[src/rtl/seq_calculator.sv]
// Multi-cycle unsigned calculator: add/sub in 1 cycle, shift-add multiply and restoring divide in WIDTH cycles.
// Optional CALC_SATURATE_EN clamps add overflow to all ones and sub borrow to zero.
module seq_calculator #(
  parameter int WIDTH = 8
) (
  input  logic                 i_clk,
  input  logic                 i_rst_n,
  input  logic                 i_start,
  input  logic [WIDTH-1:0]     i_a,
  input  logic [WIDTH-1:0]     i_b,
  input  logic [1:0]           i_sel_op,
  output logic                 o_busy,
  output logic                 o_done,
  output logic [2*WIDTH-1:0]   o_result,
  output logic [WIDTH-1:0]     o_remainder,
  output logic                 o_carry,
  output logic                 o_div_zero
);

  localparam int CW = $clog2(WIDTH) + 1;
  localparam logic [1:0] OP_ADD = 2'b00;
  localparam logic [1:0] OP_SUB = 2'b01;
  localparam logic [1:0] OP_MUL = 2'b10;
  localparam logic [1:0] OP_DIV = 2'b11;

  typedef enum logic [1:0] {IDLE, RUN, DONE} state_t;

  state_t               state, state_nxt;
  logic [1:0]           op_q;
  logic [WIDTH-1:0]     a_q, b_q;
  logic [2*WIDTH-1:0]   acc_q, acc_nxt;
  logic [WIDTH-1:0]     rem_q, rem_nxt;
  logic [CW-1:0]        cnt_q;

  logic                 accept, short_op, last;
  logic [WIDTH:0]       sum_ab, diff_ab, mul_sum, shifted, trial;
  logic [2*WIDTH-1:0]   mul_nxt;
  logic [WIDTH-1:0]     quo_nxt;
  logic                 fits;

  logic [2*WIDTH-1:0]   res_nxt;
  logic [WIDTH-1:0]     remo_nxt;
  logic                 carry_nxt, dz_nxt;

  assign accept   = i_start && (state == IDLE || state == DONE);
  assign short_op = (op_q == OP_ADD) || (op_q == OP_SUB) ||
                    (op_q == OP_DIV && b_q == '0);
  assign last     = (state == RUN) && (short_op || cnt_q == CW'(WIDTH - 1));

  assign o_busy = (state == RUN);
  assign o_done = (state == DONE);

  always_ff @(posedge i_clk or negedge i_rst_n) begin
    if (!i_rst_n) state <= IDLE;
    else          state <= state_nxt;
  end

  always_comb begin
    state_nxt = state;
    case (state)
      IDLE:    if (i_start) state_nxt = RUN;
      RUN:     if (last)    state_nxt = DONE;
      DONE:    state_nxt = i_start ? RUN : IDLE;
      default: state_nxt = IDLE;
    endcase
  end

  // One iteration of each multi-cycle algorithm. The multiplier sits in the low
  // half of acc_q and is shifted out as the partial product grows in the high half.
  // For divide, the low half holds the dividend shifting out MSB first while the
  // quotient bits shift in behind it.
  always_comb begin
    mul_sum = {1'b0, acc_q[2*WIDTH-1:WIDTH]} + (acc_q[0] ? {1'b0, a_q} : '0);
    mul_nxt = {mul_sum, acc_q[WIDTH-1:1]};

    shifted = {rem_q, acc_q[WIDTH-1]};
    trial   = shifted - {1'b0, b_q};
    fits    = !trial[WIDTH];
    rem_nxt = fits ? trial[WIDTH-1:0] : shifted[WIDTH-1:0];
    quo_nxt = {acc_q[WIDTH-2:0], fits};

    acc_nxt = (op_q == OP_MUL) ? mul_nxt : {acc_q[2*WIDTH-1:WIDTH], quo_nxt};
  end

  assign sum_ab  = {1'b0, a_q} + {1'b0, b_q};
  assign diff_ab = {1'b0, a_q} - {1'b0, b_q};

  always_comb begin
    res_nxt   = '0;
    remo_nxt  = '0;
    carry_nxt = 1'b0;
    dz_nxt    = 1'b0;
    case (op_q)
      OP_ADD: begin
        res_nxt   = {{WIDTH{1'b0}}, sum_ab[WIDTH-1:0]};
        carry_nxt = sum_ab[WIDTH];
`ifdef CALC_SATURATE_EN
        if (sum_ab[WIDTH]) res_nxt = {{WIDTH{1'b0}}, {WIDTH{1'b1}}};
`endif
      end
      OP_SUB: begin
        res_nxt   = {{WIDTH{1'b0}}, diff_ab[WIDTH-1:0]};
        carry_nxt = diff_ab[WIDTH];
`ifdef CALC_SATURATE_EN
        if (diff_ab[WIDTH]) res_nxt = '0;
`endif
      end
      OP_MUL: res_nxt = mul_nxt;
      default: begin
        if (b_q == '0) begin
          remo_nxt = a_q;
          dz_nxt   = 1'b1;
        end else begin
          res_nxt  = {{WIDTH{1'b0}}, quo_nxt};
          remo_nxt = rem_nxt;
        end
      end
    endcase
  end

  always_ff @(posedge i_clk or negedge i_rst_n) begin
    if (!i_rst_n) begin
      op_q  <= OP_ADD;
      a_q   <= '0;
      b_q   <= '0;
      acc_q <= '0;
      rem_q <= '0;
      cnt_q <= '0;
    end else if (accept) begin
      op_q  <= i_sel_op;
      a_q   <= i_a;
      b_q   <= i_b;
      acc_q <= {{WIDTH{1'b0}}, (i_sel_op == OP_DIV) ? i_a : i_b};
      rem_q <= '0;
      cnt_q <= '0;
    end else if (state == RUN) begin
      acc_q <= acc_nxt;
      rem_q <= rem_nxt;
      cnt_q <= cnt_q + CW'(1);
    end
  end

  always_ff @(posedge i_clk or negedge i_rst_n) begin
    if (!i_rst_n) begin
      o_result    <= '0;
      o_remainder <= '0;
      o_carry     <= 1'b0;
      o_div_zero  <= 1'b0;
    end else if (last) begin
      o_result    <= res_nxt;
      o_remainder <= remo_nxt;
      o_carry     <= carry_nxt;
      o_div_zero  <= dz_nxt;
    end
  end

endmodule

[config.mk]
export PLATFORM = sky130hd
export DESIGN_NAME = seq_calculator
export DESIGN_NICKNAME = d
export VERILOG_FILES = /design/src/rtl/seq_calculator.sv
export SDC_FILE = /design/constraint.sdc
export NUM_CORES = 1
export LEC_CHECK = 0
export BUFFER_PORTS_ARGS = -buffer_cell sky130_fd_sc_hd__buf_2
export CORE_ASPECT_RATIO = 1.25
export CORE_MARGIN = 8
export CORE_UTILIZATION = 40
export CTS_CLUSTER_SIZE = 28
export DETAILED_ROUTE_END_ITERATION = 8
export HOLD_SLACK_MARGIN = 0.03
export MAX_ROUTING_LAYER = met4
export PLACE_DENSITY = 0.6
export REMOVE_ABC_BUFFERS = 1
export SYNTH_ARGS = -nofsm -noshare
export SYNTH_HDL_FRONTEND = slang
export SYNTH_SLANG_ARGS = --single-unit
[constraint.sdc]
create_clock -name i_clk -period 3.7 [get_ports i_clk]
set_clock_uncertainty 0.2 [all_clocks]
set_input_delay 0.555 -clock i_clk [delete_from_list [all_inputs] [get_ports i_clk]]
set_output_delay 0.555 -clock i_clk [all_outputs]
set_load 0.02 [all_outputs]
==> reports/results.ini, run 1 <==
[setup_path]
start_kind = flop
rrSetupSlack_ns = 0.79
ff2ff_path_depth = 10
critPathRequiredTime_ns = 3.73
rr_endpoint = acc_q[0]$_DFFE_PN0P_
crit-reg2reg-launch = acc_q[7]$_DFFE_PN0P_
path_class = flop to flop
arrival_ns = 2.94
path_max_fanout = 16
end_kind = flop

[final_layout]
syn_to_final_growth_pct = 14.5
nets = 649
regArea_um2 = 1850
final_cell_mix = 94 x nand2_1, 74 x dfrtp_1, 52 x o21ai_0, 47 x buf_2, 43 x nor2_1
multi_input_area_um2 = 2680
drive_above_1_share_pct = 13.8
layout_commonest_cell = nand2_1
final_area_um2 = 5420
fill_cells = 1126
antennaDiodeCount = 0
instances_no_fill = 734

[timing]
worst_slack_ns = 0.788
setup_viol = 0
grt_setup_unrepaired = no
worst_slew_pin_slew_ns = 0.985
slew-limit-headroom_pct = 34.3
min_period_ns = 2.91
clock.fmax_mhz = 343
period_share_pct = 78.7
hold_viol_final = 0
final.setup.tns_ns = 0
finalHoldWorstSlack_ns = 0.161
slew_violations = 0

[logic_synthesis]
async_flop_share_pct = 100
yosysTopAreaCell = dfrtp_1
synth_top_cell_area_share_pct = 39.1
synth_xor_area_share_pct = 2.40
yosys-mux-area-fraction_pct = 2.32
synthTopCellsByArea = dfrtp_1 39%, ha_1 8.7%, nand2_1 7.5%, o21ai_0 5.5%, nor2_1 3.4%
ys.warnings.count = 0
ys.flop_type = dfrtp_1
avgSynthCellArea_um2 = 8.59
syn_area_um2 = 4740
synth_edf_count = 0
yosys.area_share.adder_pct = 10.4
synth_cell_types = 56
ys_seq_elements = 74
synth_simple_gate_area_share_pct = 20.1
synth_compound_area_share_pct = 21.3
syn_inst = 551
yosysSeqAreaShare_pct = 39.1
synth_top_family_by_area = compound AO/OA/AOI/OAI gates

[power]
power.leakage_uw = 0.00253
swShare_pct = 47.6
netSwitchingPower_uw = 2730
p_int_uw = 3000
cellPowerDensity_nw_per_um2 = 1060
seq_power_share_pct = 27.1
comb_power_share_pct = 56.2
p_clk_share_pct = 16.7
peakVddDrop_mv = 0.473

[floorplanning]
num_rows = 44
dieArea_um2 = 15600
ioPinCount = 49
coreArea_um2 = 11600
start_util_pct = 41.0
die_x_um = 113
die_height_um = 138

[status]
status = finished, final reports clean

[detailed_routing]
drt_iter0_markers = 322
drt-vias-per-instance = 5.72
totalWireLength_um = 14200
dr.max_layer_used = met4
drt-wirelength-per-cell_um = 19.4
drt-pass1-iter-count = 5
drc_errors = 0
antenna_left = 0
wl_met2_um = 7200
vias = 4195
wl_met1_um = 6280
wl_met3_um = 519

[clock_tree]
post_cts_resized = 0
clockBufferDepth = 2
cts.sinks = 74
postCtsHoldBufs = 0
clk_latency_ns = 0.34
h-tree-depth = 3
numCtsBuffers = 9
clkTransAtPathRegs_ns = 0.06
root_buffer = clkbuf_16
cts_setup_buffers = 0
cts_tree = done

[global_routing]
grt_max_degree = 75
antenna_found_initial = 0
grt_usage_pct = 19.3
grt_overflow = 0
grt_pass1_vias = 4167
grt_pass1_wl_um = 22500

[worst_hold_path]
hp-class = input pin to async pin

[placement]
place_inst = 718
place.gp.congestion = 0.904
io_buffers = 48
pre_cts_ws_ns = 0.830
dp_hpwl_um = 10200
placed_area_um2 = 5100

[run]
maxCapViolCount = 0

[per-layer routing]
layer	vias to the layer above	global-route usage, %
met5	-	-
li1	2024	-
met1	2057	22.7
met3	16	3.33
met2	98	32.5
met4	0	7.12
[sequential cells by signal, summed over array words and instances (netlist names)]
name / count
b_q: 8
o_remainder: 8
state: 2
rem_q: 8
op_q: 2
acc_q: 16
o_carry: 1
a_q: 8
o_div_zero: 1
cnt_q: 4
o_result: 16
[cells by family (layout without fill, tap and decap cells)]
family	after synthesis	in the layout
buf+inv	51	96
compound gates	156	156
simple gates	209	209
xor+xnor	13	13
mux	11	11
flops	74	74
fa+ha+maj	37	37
[critical path, stage by stage, from the launching register on]
cell       delay [ns]
dfrtp_1          0.43
inv_1            0.08
ha_1             0.15
inv_1            0.05
fa_1             0.43
a211oi_2         0.28
o2111ai_1        0.18
a221oi_2         0.26
buf_4            0.26
o21ai_0          0.12
a221o_1          0.35
[worst max-delay path by stage]
| stage | start | slack, ns | to | cells past startpoint |
|---|---|---|---|---|
| global placement | acc_q[7]$_DFFE_PN0P_ | 0.92 | acc_q[0]$_DFFE_PN0P_ | 10 |
| detailed placement | acc_q[7]$_DFFE_PN0P_ | 0.83 | acc_q[0]$_DFFE_PN0P_ | 10 |
| CTS | acc_q[7]$_DFFE_PN0P_ | 0.80 | acc_q[0]$_DFFE_PN0P_ | 10 |
| finish | acc_q[7]$_DFFE_PN0P_ | 0.79 | acc_q[0]$_DFFE_PN0P_ | 10 |
| floorplan | acc_q[7]$_DFFE_PN0P_ | 0.71 | acc_q[0]$_DFFE_PN0P_ | 9 |
| global route | acc_q[7]$_DFFE_PN0P_ | 0.65 | o_remainder[6]$_DFFE_PN0P_ | 11 |
[cell usage after synthesis (2+ instances only)]
master and instances:
inv_1 22, nand2_1 94, a311o_1 8, nand3_1 13, fa_1 4, o22ai_1 8
a211oi_1 4, clkbuf_1 24, nand4_1 2, o31a_1 2, or2_2 2, a21o_1 2
o2111ai_1 2, mux2i_1 11, o311ai_0 2, nand2b_1 15, or4_4 2, a31oi_1 5
nor2b_1 10, nor2_1 43, a221oi_1 3, dfrtp_1 74, and2_1 8, buf_4 3
xor2_1 9, o21a_1 8, nor3_1 14, o21ai_0 52, a222oi_1 3, o211ai_1 5
ha_1 33, o31ai_1 4, xnor2_1 4, o21ai_1 8, a21oi_1 27
[power by group through the flow]
stage / logic (µW) / clock network [µW] / registers, µW
5_1_grt: 3570 / 1000 / 1600
3_3_place_gp: 3150 / 0 / 1560
6_report: 3210 / 958 / 1550
4_1_cts: 3210 / 971 / 1550
2_1_floorplan: 2150 / 0 / 1560
3_5_place_dp: 3190 / 0 / 1560
[through the flow]
step,power (µW),utilization [%]
after floorplan,3710,-
after global placement,4700,44.1
after detailed placement,4750,44.1
after CTS,5730,46.9
after global routing,6170,46.9
final,5720,46.9
[area by class of cell]
| cell class | count | share of cell area, % |
|---|---|---|
| Timing Repair Buffer | 57 | 5.72 |
| Multi-Input combinational cell | 426 | 49.5 |
| Clock buffer | 11 | 4.48 |
| Sequential cell | 74 | 34.1 |
| Tap cell | 138 | 3.18 |
| Clock inverter | 5 | 1.43 |
| Inverter | 23 | 1.59 |
Power figures use the tool's default switching activity.
==> inputs of run 2 (changes only) <==
==> constraint.sdc (replaced) <==
create_clock -name i_clk -period 2.75 [get_ports i_clk]
set_clock_uncertainty 0.2 [all_clocks]
set_input_delay 0.4125 -clock i_clk [delete_from_list [all_inputs] [get_ports i_clk]]
set_output_delay 0.4125 -clock i_clk [all_outputs]
set_load 0.02 [all_outputs]
==> run 2 against run 1 <==
The flow now finishes with violations (negative setup slack). Flip-flop and latch count stayed put. First-iteration DRC count is 6.2% lower. Routed wire length is 0.87% lower. Register-to-register slack worse by 0.81 ns. Setup slack worse by 0.81 ns. Global-route usage hardly changed. Final cell count is 3.1% higher. Critical path type unchanged. Largest power group unchanged. Highest routed layer unchanged.
==> reports/results.ini, run 2 (same netlist as run 1, synthesis figures left out) <==
[setup_path]
arrival_ns = 2.79
crit_buf_inv = 3
max_stage_delay_ns = 0.39
path_delay_family = compound AO/OA/AOI/OAI gates
path_max_fanout = 6
path_cells = inv_1 -> ha_2 -> inv_2 -> fa_2 -> a211oi_4 -> o2111ai_2 -> a221oi_2 -> buf_4 -> o21ai_0 -> a221o_1
end_kind = flop
path_class = flop to flop
start_kind = flop
critPathRequiredTime_ns = 2.77
slowest_stage = a221oi_2

[power]
peakVddDrop_mv = 0.598
power.leakage_uw = 0.00267
cellPowerDensity_nw_per_um2 = 1440

[global_routing]
grt_pass1_vias = 4348
grt_usage_pct = 19.3
antenna_found_initial = 0
grt_max_degree = 46
grt_pass1_wl_um = 23000
grt_overflow = 0

[timing]
grt_setup_unrepaired = yes
slew_violations = 0
hold_viol_final = 0
period_share_pct = 101
clock.fmax_mhz = 361
worst_slack_ns = -0.0227
min_period_ns = 2.77
worst_slew_pin_slew_ns = 0.711
setup_viol = 1
slew-limit-headroom_pct = 52.6

[placement]
dp_hpwl_um = 10600
place.gp.congestion = 0.967
io_buffers = 48
pre_cts_ws_ns = -0.0257

[detailed_routing]
drt_iter0_markers = 302
drt-pass1-iter-count = 5
drt-wirelength-per-cell_um = 18.6
antenna_left = 0
vias = 4303
totalWireLength_um = 14100
drt-vias-per-instance = 5.68
drc_errors = 0

[clock_tree]
root_buffer = clkbuf_16
cts_tree = done
clockBufferDepth = 2
clk_latency_ns = 0.33
h-tree-depth = 3
numCtsBuffers = 9
cts.sinks = 74
clkTransAtPathRegs_ns = 0.06

[final_layout]
fill_cells = 1107
layout_commonest_cell = nand2_1
top_regs = acc_q: 16 flops, o_result: 16 flops
utilization_pct = 49.2
nets = 672
drive_above_1_share_pct = 18.4
final_cell_mix = 94 x nand2_1, 74 x dfrtp_1, 51 x o21ai_0, 48 x buf_2, 43 x nor2_1
antennaDiodeCount = 0
syn_to_final_growth_pct = 20.2

[floorplanning]
ioPinCount = 49
coreArea_um2 = 11600
die_height_um = 138
dieArea_um2 = 15600
die_x_um = 113
num_rows = 44
start_util_pct = 41.0

[status]
violations = negative setup slack
status = finished with violations

[run]
maxCapViolCount = 0

[worst_hold_path]
hp-class = input pin to flop

run 2: metal layers:
layer | global-route usage, % | share of wire [%] | wire length, µm
met2 | 31.8 | 49 | 6960
met4 | 7.86 | 3.1 | 442
met5 | - | 0 | 0
met1 | 23.5 | 44 | 6220
met3 | 2.41 | 3.5 | 495
run 2: final cells by class:
cell class                      count  area, µm²  area share, %
Multi-Input combinational cell    426       2730           47.9
Clock buffer                       12        256           4.51
Timing Repair Buffer               80        499           8.77
Tap cell                          138        173           3.03
Sequential cell                    74       1850           32.5
Inverter                           23       86.3           1.52
Clock inverter                      4       97.6           1.71
run 2: timing repair:
item                                    CTS  global route
endpoints found under the setup margin    4            17
gates cloned                              1             0
buffers inserted                          1             0
hold buffers                              1             0
resized for setup                         3            11
pin swaps                                 5             5
endpoints found under the hold margin    29             0
run 2: worst reg2reg max path, cell delays in order (launching register included):
cell	delay, ns
dfrtp_1	0.38
inv_1	0.06
ha_2	0.17
inv_2	0.04
fa_2	0.36
a211oi_4	0.26
o2111ai_2	0.14
a221oi_2	0.39
buf_4	0.23
o21ai_0	0.08
a221o_1	0.35
run 2: worst paths after layout:
path,start,slack (ns),endpoint,depth (start not counted)
hold reg to reg,o_result[8]$_DFFE_PN0P_,0.27,o_result[8]$_DFFE_PN0P_,2
min in group asynchronous,i_rst_n,0.37,o_result[11]$_DFFE_PN0P_,2
setup reg to reg,acc_q[7]$_DFFE_PN0P_,-0.02,acc_q[0]$_DFFE_PN0P_,10
hold / removal,i_a[6],0.09,a_q[6]$_DFFE_PN0P_,3
max in group asynchronous,i_rst_n,1.39,rem_q[6]$_DFFE_PN0P_,3
setup / recovery,acc_q[7]$_DFFE_PN0P_,-0.02,acc_q[0]$_DFFE_PN0P_,10
run 2: through the flow:
step                      hold slack, ns  instances  TNS, ns  total power, µW  cell area (µm²)
final                             0.0856        757  -0.0227             8180             5690
after detailed placement           0.176        738  -0.0340             6570             5270
after global placement             0.177        738        0             6500             5270
after CTS                         0.0806        757  -0.0241             8070             5650
after floorplan                  -0.0831        523    -1.81             5000             4620
after global routing              0.0975        757   -0.879             8830             5690
run 2: power by group:
| part | internal, µW | total, µW | switching (µW) |
|---|---|---|---|
| Clock | 937 | 1410 | 468 |
| Combinational | 1960 | 4780 | 2820 |
| Sequential | 1550 | 1990 | 444 |
==> inputs of run 3 (changes only) <==
--- a/config.mk
+++ b/config.mk
@@ -9,6 +9,7 @@
 export CORE_ASPECT_RATIO = 1.25
 export CORE_MARGIN = 8
 export CORE_UTILIZATION = 40
+export CTS_BUF_LIST = sky130_fd_sc_hd__clkbuf_16
 export CTS_CLUSTER_SIZE = 28
 export DETAILED_ROUTE_END_ITERATION = 8
 export HOLD_SLACK_MARGIN = 0.03
==> run 3 against run 2 <==
The run still ends with negative setup slack left. Design area decreased by 0.35%. Highest routed layer unchanged. Sequential share of layout area increased by 0.11 points. Non-clock buffer count unchanged. Clock-buffer cell count decreased by 3. Total power decreased by 0.65%. Hold slack got worse by 0.0025 ns. Final cell count unchanged. Combinational power about the same. Die area unchanged.
==> reports/results.ini, run 3 (same netlist as run 1, synthesis figures left out) <==
[detailed_routing]
drt_iter0_markers = 285
totalWireLength_um = 14100
wl_met3_um = 564
drt-vias-per-instance = 5.67
drc_errors = 0
wl_met1_um = 6220
wl_met2_um = 6970
drt-pass1-iter-count = 6
dr.max_layer_used = met4
drt-wirelength-per-cell_um = 18.7
vias = 4291
antenna_left = 0

[run]
maxCapViolCount = 0

[setup_path]
arrival_ns = 2.79
critical_path_depth = 10
critPathRequiredTime_ns = 2.77
start_kind = flop
slowest_stage = a221oi_2
path_class = flop to flop
crit-reg2reg-launch = acc_q[7]$_DFFE_PN0P_
path_cells = inv_1 -> ha_2 -> inv_2 -> fa_2 -> a211oi_4 -> o2111ai_2 -> a221oi_2 -> buf_4 -> o21ai_0 -> a221o_1
ff2ff_path_depth = 10
crit_buf_inv = 3
rrSetupSlack_ns = -0.02
path_max_fanout = 6
path_delay_family = compound AO/OA/AOI/OAI gates
max_stage_delay_ns = 0.39
startpoint = acc_q[7]$_DFFE_PN0P_
rr_endpoint = acc_q[0]$_DFFE_PN0P_
end_kind = flop

[worst_hold_path]
min-delay-start = i_a[6]
hold_end = a_q[6]$_DFFE_PN0P_
hp-class = input pin to flop
hold_path_depth = 3

[floorplanning]
dieArea_um2 = 15600
ioPinCount = 49
coreArea_um2 = 11600
num_rows = 44
die_height_um = 138
start_util_pct = 41.0
die_x_um = 113

[timing]
min_period_ns = 2.77
period_share_pct = 101
finalHoldWorstSlack_ns = 0.0831
grt_setup_unrepaired = yes
worst_slack_ns = -0.0200
setup_viol = 1
hold_viol_final = 0
clock.fmax_mhz = 361
slew-limit-headroom_pct = 52.8
worst_slew_pin_slew_ns = 0.707
final.setup.tns_ns = -0.0200
slew_violations = 0

[clock_tree]
clk_latency_ns = 0.34
numCtsBuffers = 9
h-tree-depth = 3
root_buffer = clkbuf_16
clkTransAtPathRegs_ns = 0.06
clockBufferDepth = 2
cts.sinks = 74
cts_tree = done

[global_routing]
grt_max_degree = 46
antenna_found_initial = 0
grt_pass1_wl_um = 23000
grt_overflow = 0
grt_usage_pct = 19.3
grt_pass1_vias = 4349

[power]
cellPowerDensity_nw_per_um2 = 1430
p_int_uw = 4380
netSwitchingPower_uw = 3740
seq_power_share_pct = 24.5
p_clk_share_pct = 16.6
total_power_uw = 8120
peakVddDrop_mv = 0.599
comb_power_share_pct = 58.9
power.leakage_uw = 0.00266
swShare_pct = 46.1

[final_layout]
syn_to_final_growth_pct = 19.8
top_regs = acc_q: 16 flops, o_result: 16 flops
drive_above_1_share_pct = 18.1
fill_cells = 1114
final_cell_mix = 94 x nand2_1, 74 x dfrtp_1, 51 x o21ai_0, 48 x buf_2, 43 x nor2_1
instances_no_fill = 757
layout_commonest_cell = nand2_1
nets = 672
antennaDiodeCount = 0

[placement]
place.gp.congestion = 0.967
dp_hpwl_um = 10600
io_buffers = 48
place_inst = 738

[status]
status = finished with violations
violations = negative setup slack

==> run 3: cell types whose count changed in the layout (fill, tap and decap cells not counted), sizes merged <==
cell	change
clkbuf	-3
clkinv	+2
inv	+1
==> run 3: worst reg2reg max path: cells and delay by family (launching register included) <==
family	cells	cell delay, ns
compound gates	5	1.22
flops	1	0.38
fa+ha+maj	2	0.53
buf+inv	3	0.33
==> run 3: routing by layer <==
metal  global-route usage (%)  vias to the layer above
met2                     31.8                      121
met5                        -                        -
met3                     2.41                       27
met1                     23.5                     2075
li1                         -                     2068
met4                     8.09                        0
==> run 3: worst max path at each step <==
stage                                             to
after global routing      o_remainder[5]$_DFFE_PN0P_
after detailed placement        acc_q[0]$_DFFE_PN0P_
after floorplan                 acc_q[0]$_DFFE_PN0P_
after global placement          acc_q[0]$_DFFE_PN0P_
final                           acc_q[0]$_DFFE_PN0P_
after CTS                 o_remainder[5]$_DFFE_PN0P_
==> run 3: cell type report <==
| class | instances | area (µm²) | area share (%) |
|---|---|---|---|
| repair buffers | 80 | 499 | 8.80 |
| multi-input cells | 426 | 2730 | 48.1 |
| inverters | 23 | 86.3 | 1.52 |
| flip-flops and latches | 74 | 1850 | 32.6 |
| clock buffers | 9 | 225 | 3.97 |
| clock inverters | 7 | 109 | 1.92 |
| well taps | 138 | 173 | 3.04 |
==> run 3: what timing repair did <==
action | in CTS | in global routing
setup buffers | 1 | 0
hold buffers | 1 | 0
cloned | 1 | 0
gates resized for setup | 3 | 11
setup endpoints to repair | 4 | 17
hold endpoints to repair | 29 | 0
pin swaps | 5 | 5
==> run 3: power groups by stage <==
stage                     clock (µW)  sequential [µW]  combinational [µW]
after floorplan                    0             2100                2890
after global placement             0             1990                4510
after detailed placement           0             2000                4570
after CTS                       1360             1990                4660
after global routing            1410             2050                5310
final                           1350             1990                4790
==> run 3: metrics by stage <==
| step | util (%) | area (µm²) | setup WS, ns |
|---|---|---|---|
| global placement | 45.6 | 5270 | 0.0600 |
| global route | 49.1 | 5670 | -0.127 |
| detailed placement | 45.6 | 5270 | -0.0257 |
| CTS | 48.7 | 5630 | -0.0148 |
| finish | 49.1 | 5670 | -0.0200 |
| floorplan | - | 4620 | -0.239 |
